### src/rtl/mem_bus_bridge.sv
// Single-outstanding bridge from memcontrol word requests to Wishbone-classic cycles.
// Optional REQ watchdog compiled in with `define BUS_TIMEOUT_EN.
module mem_bus_bridge #(
    parameter int ADDR_W         = 32,
    parameter int DATA_W         = 32,
    parameter int TIMEOUT_CYCLES = 16
) (
    input  logic                clk,
    input  logic                rst,
    input  logic [ADDR_W-1:0]   address_in,
    input  logic [DATA_W-1:0]   data_in,
    input  logic                read_req,
    input  logic                write_req,
    output logic [DATA_W-1:0]   data_out,
    output logic                bus_full,
    output logic                done,
    output logic                bus_err,
    output logic                wb_cyc_o,
    output logic                wb_stb_o,
    output logic                wb_we_o,
    output logic [ADDR_W-1:0]   wb_adr_o,
    output logic [DATA_W-1:0]   wb_dat_o,
    output logic [DATA_W/8-1:0] wb_sel_o,
    input  logic [DATA_W-1:0]   wb_dat_i,
    input  logic                wb_ack_i,
    input  logic                wb_err_i,
    output logic [1:0]          state_dbg
);

    localparam logic [1:0] S_IDLE = 2'd0;
    localparam logic [1:0] S_REQ  = 2'd1;
    localparam logic [1:0] S_DONE = 2'd2;

    logic [1:0]        state;
    logic [ADDR_W-1:0] adr_q;
    logic [DATA_W-1:0] dat_q;
    logic              we_q;
    logic              err_q;
    logic              in_req;

    // Byte lanes are always fully enabled, so the low address bits carry no information.
    logic unused_addr_lsbs;
    assign unused_addr_lsbs = ^address_in[1:0];

`ifdef BUS_TIMEOUT_EN
    localparam int CNT_W = $clog2(TIMEOUT_CYCLES + 1);
    logic [CNT_W-1:0] tmo_cnt;
`else
    localparam int unused_timeout_cycles = TIMEOUT_CYCLES;
`endif

    always_ff @(posedge clk or negedge rst) begin
        if (!rst) begin
            state    <= S_IDLE;
            adr_q    <= '0;
            dat_q    <= '0;
            we_q     <= 1'b0;
            err_q    <= 1'b0;
            data_out <= '0;
`ifdef BUS_TIMEOUT_EN
            tmo_cnt  <= '0;
`endif
        end else begin
            case (state)
                S_IDLE: begin
                    if (read_req || write_req) begin
                        adr_q   <= {address_in[ADDR_W-1:2], 2'b00};
                        dat_q   <= data_in;
                        we_q    <= write_req & ~read_req;
                        state   <= S_REQ;
`ifdef BUS_TIMEOUT_EN
                        tmo_cnt <= '0;
`endif
                    end
                end
                S_REQ: begin
                    // Error dominates a simultaneous ack; data_out only moves on a clean read.
                    if (wb_ack_i || wb_err_i) begin
                        err_q <= wb_err_i;
                        if (!wb_err_i && !we_q)
                            data_out <= wb_dat_i;
                        state <= S_DONE;
                    end
`ifdef BUS_TIMEOUT_EN
                    else if (tmo_cnt == CNT_W'(TIMEOUT_CYCLES - 1)) begin
                        err_q <= 1'b1;
                        state <= S_DONE;
                    end else begin
                        tmo_cnt <= tmo_cnt + 1'b1;
                    end
`endif
                end
                S_DONE:  state <= S_IDLE;
                default: state <= S_IDLE;
            endcase
        end
    end

    assign in_req    = (state == S_REQ);
    assign wb_cyc_o  = in_req;
    assign wb_stb_o  = in_req;
    assign wb_we_o   = in_req & we_q;
    assign wb_adr_o  = adr_q;
    assign wb_dat_o  = dat_q;
    assign wb_sel_o  = {(DATA_W/8){in_req}};
    assign bus_full  = (state != S_IDLE);
    assign done      = (state == S_DONE);
    assign bus_err   = done & err_q;
    assign state_dbg = state;

endmodule
### config.mk
export PLATFORM = sky130hd
export DESIGN_NAME = mem_bus_bridge
export DESIGN_NICKNAME = d
export VERILOG_FILES = /design/src/rtl/mem_bus_bridge.sv
export SDC_FILE = /design/constraint.sdc
export NUM_CORES = 1
export LEC_CHECK = 0
export CAP_MARGIN = 20
export CELL_PAD_IN_SITES_DETAIL_PLACEMENT = 1
export CELL_PAD_IN_SITES_GLOBAL_PLACEMENT = 1
export CORE_MARGIN = 10
export CORE_UTILIZATION = 48
export CTS_BUF_LIST = sky130_fd_sc_hd__clkbuf_4 sky130_fd_sc_hd__clkbuf_8 sky130_fd_sc_hd__clkbuf_16
export CTS_CLUSTER_DIAMETER = 150
export DETAILED_ROUTE_END_ITERATION = 8
export DONT_BUFFER_PORTS = 1
export PLACE_DENSITY_LB_ADDON = 0.15
export SLEW_MARGIN = 20
export SYNTH_ARGS = -nofsm -noshare
export SYNTH_HDL_FRONTEND = slang
export SYNTH_SLANG_ARGS = --single-unit
### constraint.sdc
create_clock -name clk -period 1.72 [get_ports clk]
set_input_delay 0.344 -clock clk [delete_from_list [all_inputs] [get_ports clk]]
set_output_delay 0.344 -clock clk [all_outputs]
set_load 0.02 [all_outputs]
Word level (Yosys, flattened, before mapping)

Cells that the tools add are included.

Equal/unequal tests: 4
Mux-type cells: 3
Bitwise gates (word level): 4
Reduce and logical (&&, ||, !) cells: 11

Operators by type and width:

| operator           | number |
|---|---|
| $reduce_and 2->1   | 3 |
| $mux 2             | 2 |
| $pmux 2 s2         | 1 |
| $and 1x1->1        | 3 |
| $reduce_and 3->1   | 1 |
| $eq 2x1->1 const B | 1 |
| $eq 2x2->1 const B | 1 |
| $logic_not 1->1    | 2 |
| $logic_not 2->1    | 1 |
| $logic_or 1x1->1   | 2 |
| $ne 2x1->1 const B | 1 |
| $ne 2x2->1 const B | 1 |
| $reduce_bool 2->1  | 1 |
| $logic_and 1x1->1  | 1 |
| $not 1->1          | 1 |

Register bits after elaboration: 98
Input bits: 102
Output and inout port bits: 108
Word-level logic and storage cells: 28

Depth between registers and ports, before layout

Gate-level depths: netlist of run 1.

Depth after elaboration: 3
Depth in mapped cells: 5
Depth with buffers taken out: 3

Least setup slack after synthesis of run 1

Ideal clock, no wire load.

Path type: reg2reg
From: reg state[0], in the netlist state_dbg[0]
To: reg adr_q[10], in the netlist wb_adr_o[10]
Library setup time: 0.125 ns
Arrival: 1.438 ns
Required time: 1.595 ns
Path slack: 0.157 ns
Cell stages (with the launch flop): 6
Buffers on the path: 2
Clock period less this slack: 1.563 ns
Cell sequence: dfrtp_1 > nor2_1 > o21a_1 > buf_4 > buf_6 > mux2_2

Word-level cells in the longest chain between the ends: 2

Ends and longest elaborated chain:

| item                              | line | text |
|---|---|---|
| from (decl)                       | 34   | `logic [1:0] state;` |
| from (signal assigned)            | 54   | `state <= S_IDLE;` |
| from (signal assigned)            | 70   | `state <= S_REQ;` |
| from (signal assigned)            | 82   | `state <= S_DONE;` |
| $logic_not 2->1                   | 64   | `case (state)` |
| $reduce_and 2->1 (no source line) | --   |  |
| to (signal assigned)              | 67   | `adr_q <= {address_in[ADDR_W-1:2], 2'b00};` |
| to (decl)                         | 35   | `logic [ADDR_W-1:0] adr_q;` |

No other way between the ends.
A chain may end at the register's enable or synchronous reset.

Worst setup path in the final report of run 1

From: reg state[0], in the netlist state_dbg[0]
To: out bus_err

Word-level cells in the longest chain between the ends: 2

Ends and longest elaborated chain:

| item        | line | text |
|---|---|---|
| $eq 2x2->1  | 107  | `assign done = (state == S_DONE);` |
| $and 1x1->1 | 108  | `assign bus_err = done & err_q;` |
| to (decl)   | 17   | `output logic bus_err,` |

No other way between the ends.

==> results of run 1 <==
repair_timing:
| action | CTS | global route |
|---|---|---|
| hold endpoints to repair | 98 | 98 |
| resized for setup | 4 | 1 |
| gates cloned | 0 | 1 |
| setup endpoints to repair | 8 | 39 |
| buffers inserted | 1 | 0 |
worst max-delay path, cell delays in order (launching register included):
cell and delay (ps):
dfrtp_1 410, buf_4 170, nor2b_1 160, and2_4 210
registers in the layout (all words and copies together), names as in the netlist:
signal,cells
data_out,32
wb_dat_o,32
wb_adr_o,30
state_dbg,2
err_q,1
we_q,1
per-layer routing:
| layer | vias up | global-route usage | part of all wire |
|---|---|---|---|
| met2 | 121 | 0.2621 | 0.54 |
| met3 | 7 | 0.06849 | 0.13 |
| li1 | 785 | - | - |
| met4 | 0 | 0.05229 | 0.0083 |
| met1 | 938 | 0.1439 | 0.32 |
| met5 | - | 0 | 0 |
worst max path at each step:
stage | cells past startpoint | to | start
after floorplan | 5 | wb_adr_o[10] | state_dbg[0]
after global placement | 4 | wb_dat_o[29] | state_dbg[1]
after detailed placement | 4 | wb_dat_o[5] | state_dbg[1]
after CTS | 3 | bus_err | state_dbg[0]
after global routing | 3 | bus_err | state_dbg[0]
final | 3 | bus_err | state_dbg[0]
logic make-up after synthesis:
family          Yosys count  share of synthesized area
other cells               1                  0.0009622
mux                      94                     0.3005
flops                    98                     0.6292
compound gates            5                   0.008670
buf+inv                  19                    0.04430
simple gates             10                    0.01637
cells in the mapped netlist (all sizes together):
library cell / number / area share
dfrtp: 98 / 0.63
mux2: 94 / 0.30
buf: 18 / 0.043
nor2: 3 / 0.0029
nor2b: 3 / 0.0048
a21oi: 2 / 0.0026
and2: 2 / 0.0032
a21o: 1 / 0.0019
a22o: 1 / 0.0022
conb: 1 / 0.00096
inv: 1 / 0.00096
nand2: 1 / 0.00096
nand3: 1 / 0.0045
o21a: 1 / 0.0019
final cells by class:
type                            count  area, µm²
Clock buffer                        9      123.9
Clock inverter                      7      73.82
Fill cell                         749       3620
Inverter                            1      3.754
Multi-Input combinational cell    111       1289
Sequential cell                    98       2452
Tap cell                          102      127.6
Timing Repair Buffer                9      117.6
through the flow:
stage	utilization	hold WS [ps]	total power, mW
final	0.5364	-325.5	10.02
after detailed placement	0.5054	52.11	8.567
after CTS	0.5330	-346.0	10.11
after global routing	0.5364	-365.8	10.57
after global placement	0.5054	51.77	8.342
after floorplan	-	48.41	7.900
where the power goes:
group          switching, mW  internal [mW]
logic                   1.05           1.65
registers               2.38           3.47
clock network          0.781          0.683
==> reports/metrics.cfg, run 1 <==
[power_and_ir_drop]
p_leak_nw = 1.914
irDropWorstVdd_mv = 0.8879
power_density_mw_per_mm2 = 2392

[placed_design]
portBuffers = 0
dp_worst_setup_slack_ps = 76.68
placed_area_mm2 = 0.003946
dp_cells = 319
hpwl_um = 7326
finalWeightedCongestion = 0.7050

[clocking]
cts_buffers = 9
worstSkewPairLatency_ps = 350
cts_max_level = 3
cts_root_buffer = clkbuf_8
clk_pin_slew_ps = 100
cts_tree = yes
cts_sinks = 98
ctsLongestPathBuffers = 2

[finish]
drive_gt1_frac = 0.5277
finalInstanceArea_mm2 = 0.004188
final_common_cell = dfrtp_1
mostFrequentLayoutCells = dfrtp_1 (98), mux2_2 (64), mux2_4 (30)
final_cells = 337
syn2layout_area_growth_pct = 7.448
antenna_cells = 0
fin_nets = 332

[critical_path]
required_ps = 1380
ff2ff_setup_slack_ps = 140
crit_type = register to output port
reg2reg_from = state_dbg[1]
startpoint_type = register
r2r_cells = 4
crit_path_end_kind = output port
r2r_end = wb_dat_o[14]
crit_fanout = 3
critPathArrivalTime_ps = 1300

[sta]
finalMaxSlewViolations = 0
min_period_ps = 1641
setup_ws_ps = 78.82
fin_tns_setup_ps = 0
max_freq_ghz = 0.6093
finClkSkew_ps = 12.81
holdWs_ps = -325.5
post-route-period-util = 0.9542
hold_viol = 98
final-setup-viol-count = 0

[drt]
drt_iter0_drc = 61
via_per_inst = 5.493
routedWlPerCell_um = 28.51
route.detailed.drc = 0
drt-pass1-iter-count = 4
num_vias = 1851
ant_nets = 0
wirelength_um = 9608

[yosys]
yosysUniqueCellTypes = 16
synth_area_mm2 = 0.003897
syn-instance-count = 227
yosys_warnings = 0
avgSynthCellArea_um2 = 17.17
synth.ff_latch_count = 98
yosysSeqAreaShare = 0.6292

[grt]
overflow = 0
grt_usage = 0.1458
grt_max_degree = 99
grt_pass1_vias = 2135
antenna_found_initial = 0
grt_first_pass_wirelength_um = 13040

[floorplan]
io_pins = 210
die_width_um = 110.1
rows = 32
dieArea_mm2 = 0.01212
die_y_um = 110.1
start_util = 0.4992
core_area_mm2 = 0.007807

[min_path]
min_path_type = input pin to asynchronous set/reset pin

[flow_run]
maxCapViolations = 0

[run_status]
outcome = finished, violations left
violations = hold timing

Note: power is estimated with default switching activity, not from simulation.
==> run 2, diff against run 1 <==
- clock period: 1.72 -> 1.6 ns (I/O delays scaled with it)
==> reports/metrics.cfg, run 2 (same netlist as run 1, synthesis figures left out) <==
[finish]
antenna_cells = 0
final_cells = 341
fin_nets = 336
final_common_cell = dfrtp_1
mostFrequentLayoutCells = dfrtp_1 (98), mux2_2 (64), mux2_4 (30)
drive_gt1_frac = 0.5397
fillCellCount = 709
syn2layout_area_growth_pct = 9.021

[critical_path]
r2r_end = wb_dat_o[7]
reg2reg_from = state_dbg[1]
startpoint = state_dbg[1]
crit_type = register to register
crit_fanout = 26
cp_cell_sequence = nor2_1 -> o21a_4 -> clkbuf_16 -> mux2_2
startpoint_type = register
critPathArrivalTime_ps = 1820
required_ps = 1830
slowest_stage = dfrtp_1
ff2ff_setup_slack_ps = 9
critPathCapture = wb_dat_o[7]
slowest_delay_ps = 430
crit_path_end_kind = register
r2r_cells = 4

[placed_design]
finalWeightedCongestion = 0.7125
hpwl_um = 7130
dp_cells = 320
portBuffers = 0

[floorplan]
dieArea_mm2 = 0.01212
core_area_mm2 = 0.007807
die_width_um = 110.1
start_util = 0.4992
die_y_um = 110.1
io_pins = 210
rows = 32

[sta]
rsz0062_at_grt = yes
finClkSkew_ps = 8.877
post-route-period-util = 0.9947
hold_viol = 98
max_freq_ghz = 0.6283
finalMaxSlewViolations = 0
min_period_ps = 1591
fin_tns_setup_ps = 0
holdWs_ps = -344.2
final-setup-viol-count = 0

[drt]
wirelength_um = 9556
via_per_inst = 5.416
num_vias = 1847
drt_iter0_drc = 28
routedWlPerCell_um = 28.02
drt-pass1-iter-count = 3
ant_nets = 0
route.detailed.drc = 0

[grt]
grt_first_pass_wirelength_um = 12800
grt_usage = 0.1403
antenna_found_initial = 0
grt_max_degree = 99
grt_pass1_vias = 2110
overflow = 0

[power_and_ir_drop]
irDropWorstVdd_mv = 0.9261
power_density_mw_per_mm2 = 2552
p_leak_nw = 1.942

[clocking]
cts_max_level = 3
clk_pin_slew_ps = 90
cts_root_buffer = clkbuf_8
cts_buffers = 9
cts_sinks = 98
cts_tree = yes
ctsLongestPathBuffers = 2
worstSkewPairLatency_ps = 350

[flow_run]
maxCapViolations = 0

[min_path]
min_path_type = input pin to asynchronous set/reset pin

[run_status]
outcome = finished, violations left
violations = hold timing

[run 2: timing repair]
item / in CTS / in global routing
buffers inserted: 1 / 1
hold endpoints to repair: 98 / 98
gates resized for setup: 8 / 3
endpoints found under the setup margin: 9 / 61
cloned: 0 / 3
[run 2: final cells by class]
class                           count  area, µm²  share of cell area
Clock buffer                       11      145.1             0.03416
Clock inverter                      5      38.79            0.009128
Inverter                            1      3.754           0.0008834
Multi-Input combinational cell    111       1304              0.3068
Sequential cell                    98       2452              0.5771
Tap cell                          102      127.6             0.03004
Timing Repair Buffer               13      177.7             0.04181
[run 2: per-stage QoR]
stage                     utilization  instance area [µm²]  hold WS [ps]  total power, mW  worst slack, ps
after floorplan                     -                 3901         24.41            8.493            37.30
after global placement         0.5064                 3954         27.77            8.989            105.2
after detailed placement       0.5064                 3954         27.38            9.194            17.00
after CTS                      0.5338                 4168        -365.3            10.74           -17.15
after global routing           0.5442                 4249        -378.3            11.44           -81.53
final                          0.5442                 4249        -344.2            10.84            8.515
[run 2: how the worst min path moves through the flow]
stage / slack [ps] / cells past startpoint / endpoint
after global placement: 30 / 0 / wb_dat_o[14]
after detailed placement: 30 / 0 / wb_dat_o[14]
after global routing: -380 / 0 / wb_adr_o[6]
final: -340 / 0 / wb_dat_o[14]
after floorplan: 20 / 0 / data_out[0]
after CTS: -370 / 0 / wb_adr_o[14]
[run 2: layer usage]
metal | vias to the layer above | global-route usage | part of all wire
met3 | 9 | 0.06907 | 0.14
met5 | - | 0 | 0
met4 | 0 | 0.04404 | 0.0094
li1 | 792 | - | -
met1 | 921 | 0.1409 | 0.34
met2 | 125 | 0.2502 | 0.52
[run 2: power by group]
part	internal [mW]	leakage, nW	switching, mW
logic	1.93	0.689	1.18
registers	3.73	1.16	2.55
clock network	0.634	0.0933	0.820
total	6.30	1.94	4.55
[run 2: critical path, delay by kind of cell (launching register included)]
kind                   cells  cell delay, ps
AO/OA/AOI/OAI              1             250
buffers and inverters      1             240
flip-flops                 1             430
multiplexers               1             350
AND/OR/NAND/NOR            1             200
==> run 3, diff against run 2 <==
- CORE_MARGIN: 10 -> 2
- SLEW_MARGIN: 20 -> default
==> reports/metrics.cfg, run 3 (same netlist as run 1, synthesis figures left out) <==
[power_and_ir_drop]
p_leak_nw = 1.943
irDropWorstVdd_mv = 1.294
power_density_mw_per_mm2 = 2523

[floorplan]
dieArea_mm2 = 0.008857
core_area_mm2 = 0.007807
start_util = 0.4992
io_pins = 210
die_y_um = 94.11
die_width_um = 94.11
rows = 32

[sta]
finClkSkew_ps = 9.327
post-route-period-util = 0.9690
finalMaxSlewViolations = 0
min_period_ps = 1550
final-setup-viol-count = 0
setup_ws_ps = 49.64
holdWs_ps = -337.9
max_freq_ghz = 0.6450
hold_viol = 98
rsz0062_at_grt = yes

[min_path]
min_path_type = input pin to asynchronous set/reset pin

[grt]
antenna_found_initial = 0
grt_usage = 0.1642
overflow = 0
grt_max_degree = 99
grt_pass1_vias = 2037
grt_first_pass_wirelength_um = 10980

[clocking]
clk_pin_slew_ps = 90
cts_max_level = 3
ctsLongestPathBuffers = 2
cts_root_buffer = clkbuf_8
cts_sinks = 98
worstSkewPairLatency_ps = 350
cts_tree = yes
cts_buffers = 9

[placed_design]
dp_cells = 323
portBuffers = 0
dp_worst_setup_slack_ps = 47.09
finalWeightedCongestion = 0.6951
hpwl_um = 5579

[finish]
syn2layout_area_growth_pct = 9.021
final_cells = 342
drive_gt1_frac = 0.5458
antenna_cells = 0
fin_nets = 337
mostFrequentLayoutCells = dfrtp_1 (97), mux2_2 (64), mux2_4 (30)
final_common_cell = dfrtp_1

[flow_run]
maxCapViolations = 0

[drt]
routedWlPerCell_um = 22.32
route.detailed.drc = 0
wirelength_um = 7632
drt-pass1-iter-count = 4
via_per_inst = 5.459
num_vias = 1867
ant_nets = 0
drt_iter0_drc = 29

[critical_path]
critPathArrivalTime_ps = 1780
crit_path_end_kind = register
startpoint_type = register
crit_type = register to register
crit_fanout = 20
required_ps = 1830

[run_status]
violations = hold timing
outcome = finished, violations left

[run 3: layout make-up]
| type | instances | area [µm²] |
|---|---|---|
| clock buffers | 12 | 165.2 |
| clock inverters | 4 | 33.78 |
| fillers | 731 | 3558 |
| inverters | 1 | 3.754 |
| multi-input cells | 111 | 1297 |
| flip-flops and latches | 98 | 2454 |
| well taps | 102 | 127.6 |
| repair buffers | 14 | 167.7 |
[run 3: power breakdown]
part	switching, mW	leakage (nW)	total, mW	internal, mW
Sequential	2.46	1.16	6.19	3.73
Combinational	1.12	0.686	3.00	1.88
Clock	0.821	0.0992	1.53	0.705
Total	4.40	1.94	10.7	6.32
[run 3: critical path, stage by stage (launching register included)]
cell	delay (ps)
dfrtp_2	450
nor2b_4	220
buf_4	160
nand3_4	100
buf_12	190
mux2_4	300
[run 3: path summary, 6_finish.rpt]
| path | startpoint | end | slack [ps] | cells past startpoint |
|---|---|---|---|---|
| max reg2reg | state_dbg[1] | data_out[19] | 50 | 5 |
| min | rst | wb_adr_o[18] | -340 | 0 |
| min reg2reg | err_q | err_q | 530 | 1 |
| max | state_dbg[1] | data_out[19] | 50 | 5 |
| max in group asynchronous | rst | wb_adr_o[23] | 1760 | 0 |
| min in group clk | read_req | we_q | 70 | 1 |
[run 3: what timing repair did]
item,CTS,global route
setup buffers,1,1
pin swaps,1,1
setup endpoints to repair,7,62
endpoints found under the hold margin,98,98
resized for setup,8,4
cloned,0,1
[run 3: metal layers]
metal	up-vias	global-route usage	share of wire	wire, µm
met5	-	0	0	0
met4	0	0.05797	0.013	97
met3	9	0.06421	0.10	768
met2	127	0.2940	0.53	4067
met1	940	0.1750	0.35	2698
li1	791	-	-	-
[run 3: through the flow]
stage | power, mW | instance area [µm²] | setup TNS [ps] | util
final | 10.72 | 4249 | 0 | 0.5442
after global routing | 11.29 | 4249 | -50.64 | 0.5442
after CTS | 10.74 | 4203 | -0.4197 | 0.5383
after detailed placement | 9.119 | 3976 | 0 | 0.5093
after global placement | 8.899 | 3976 | 0 | 0.5093
after floorplan | 8.493 | 3901 | 0 | -
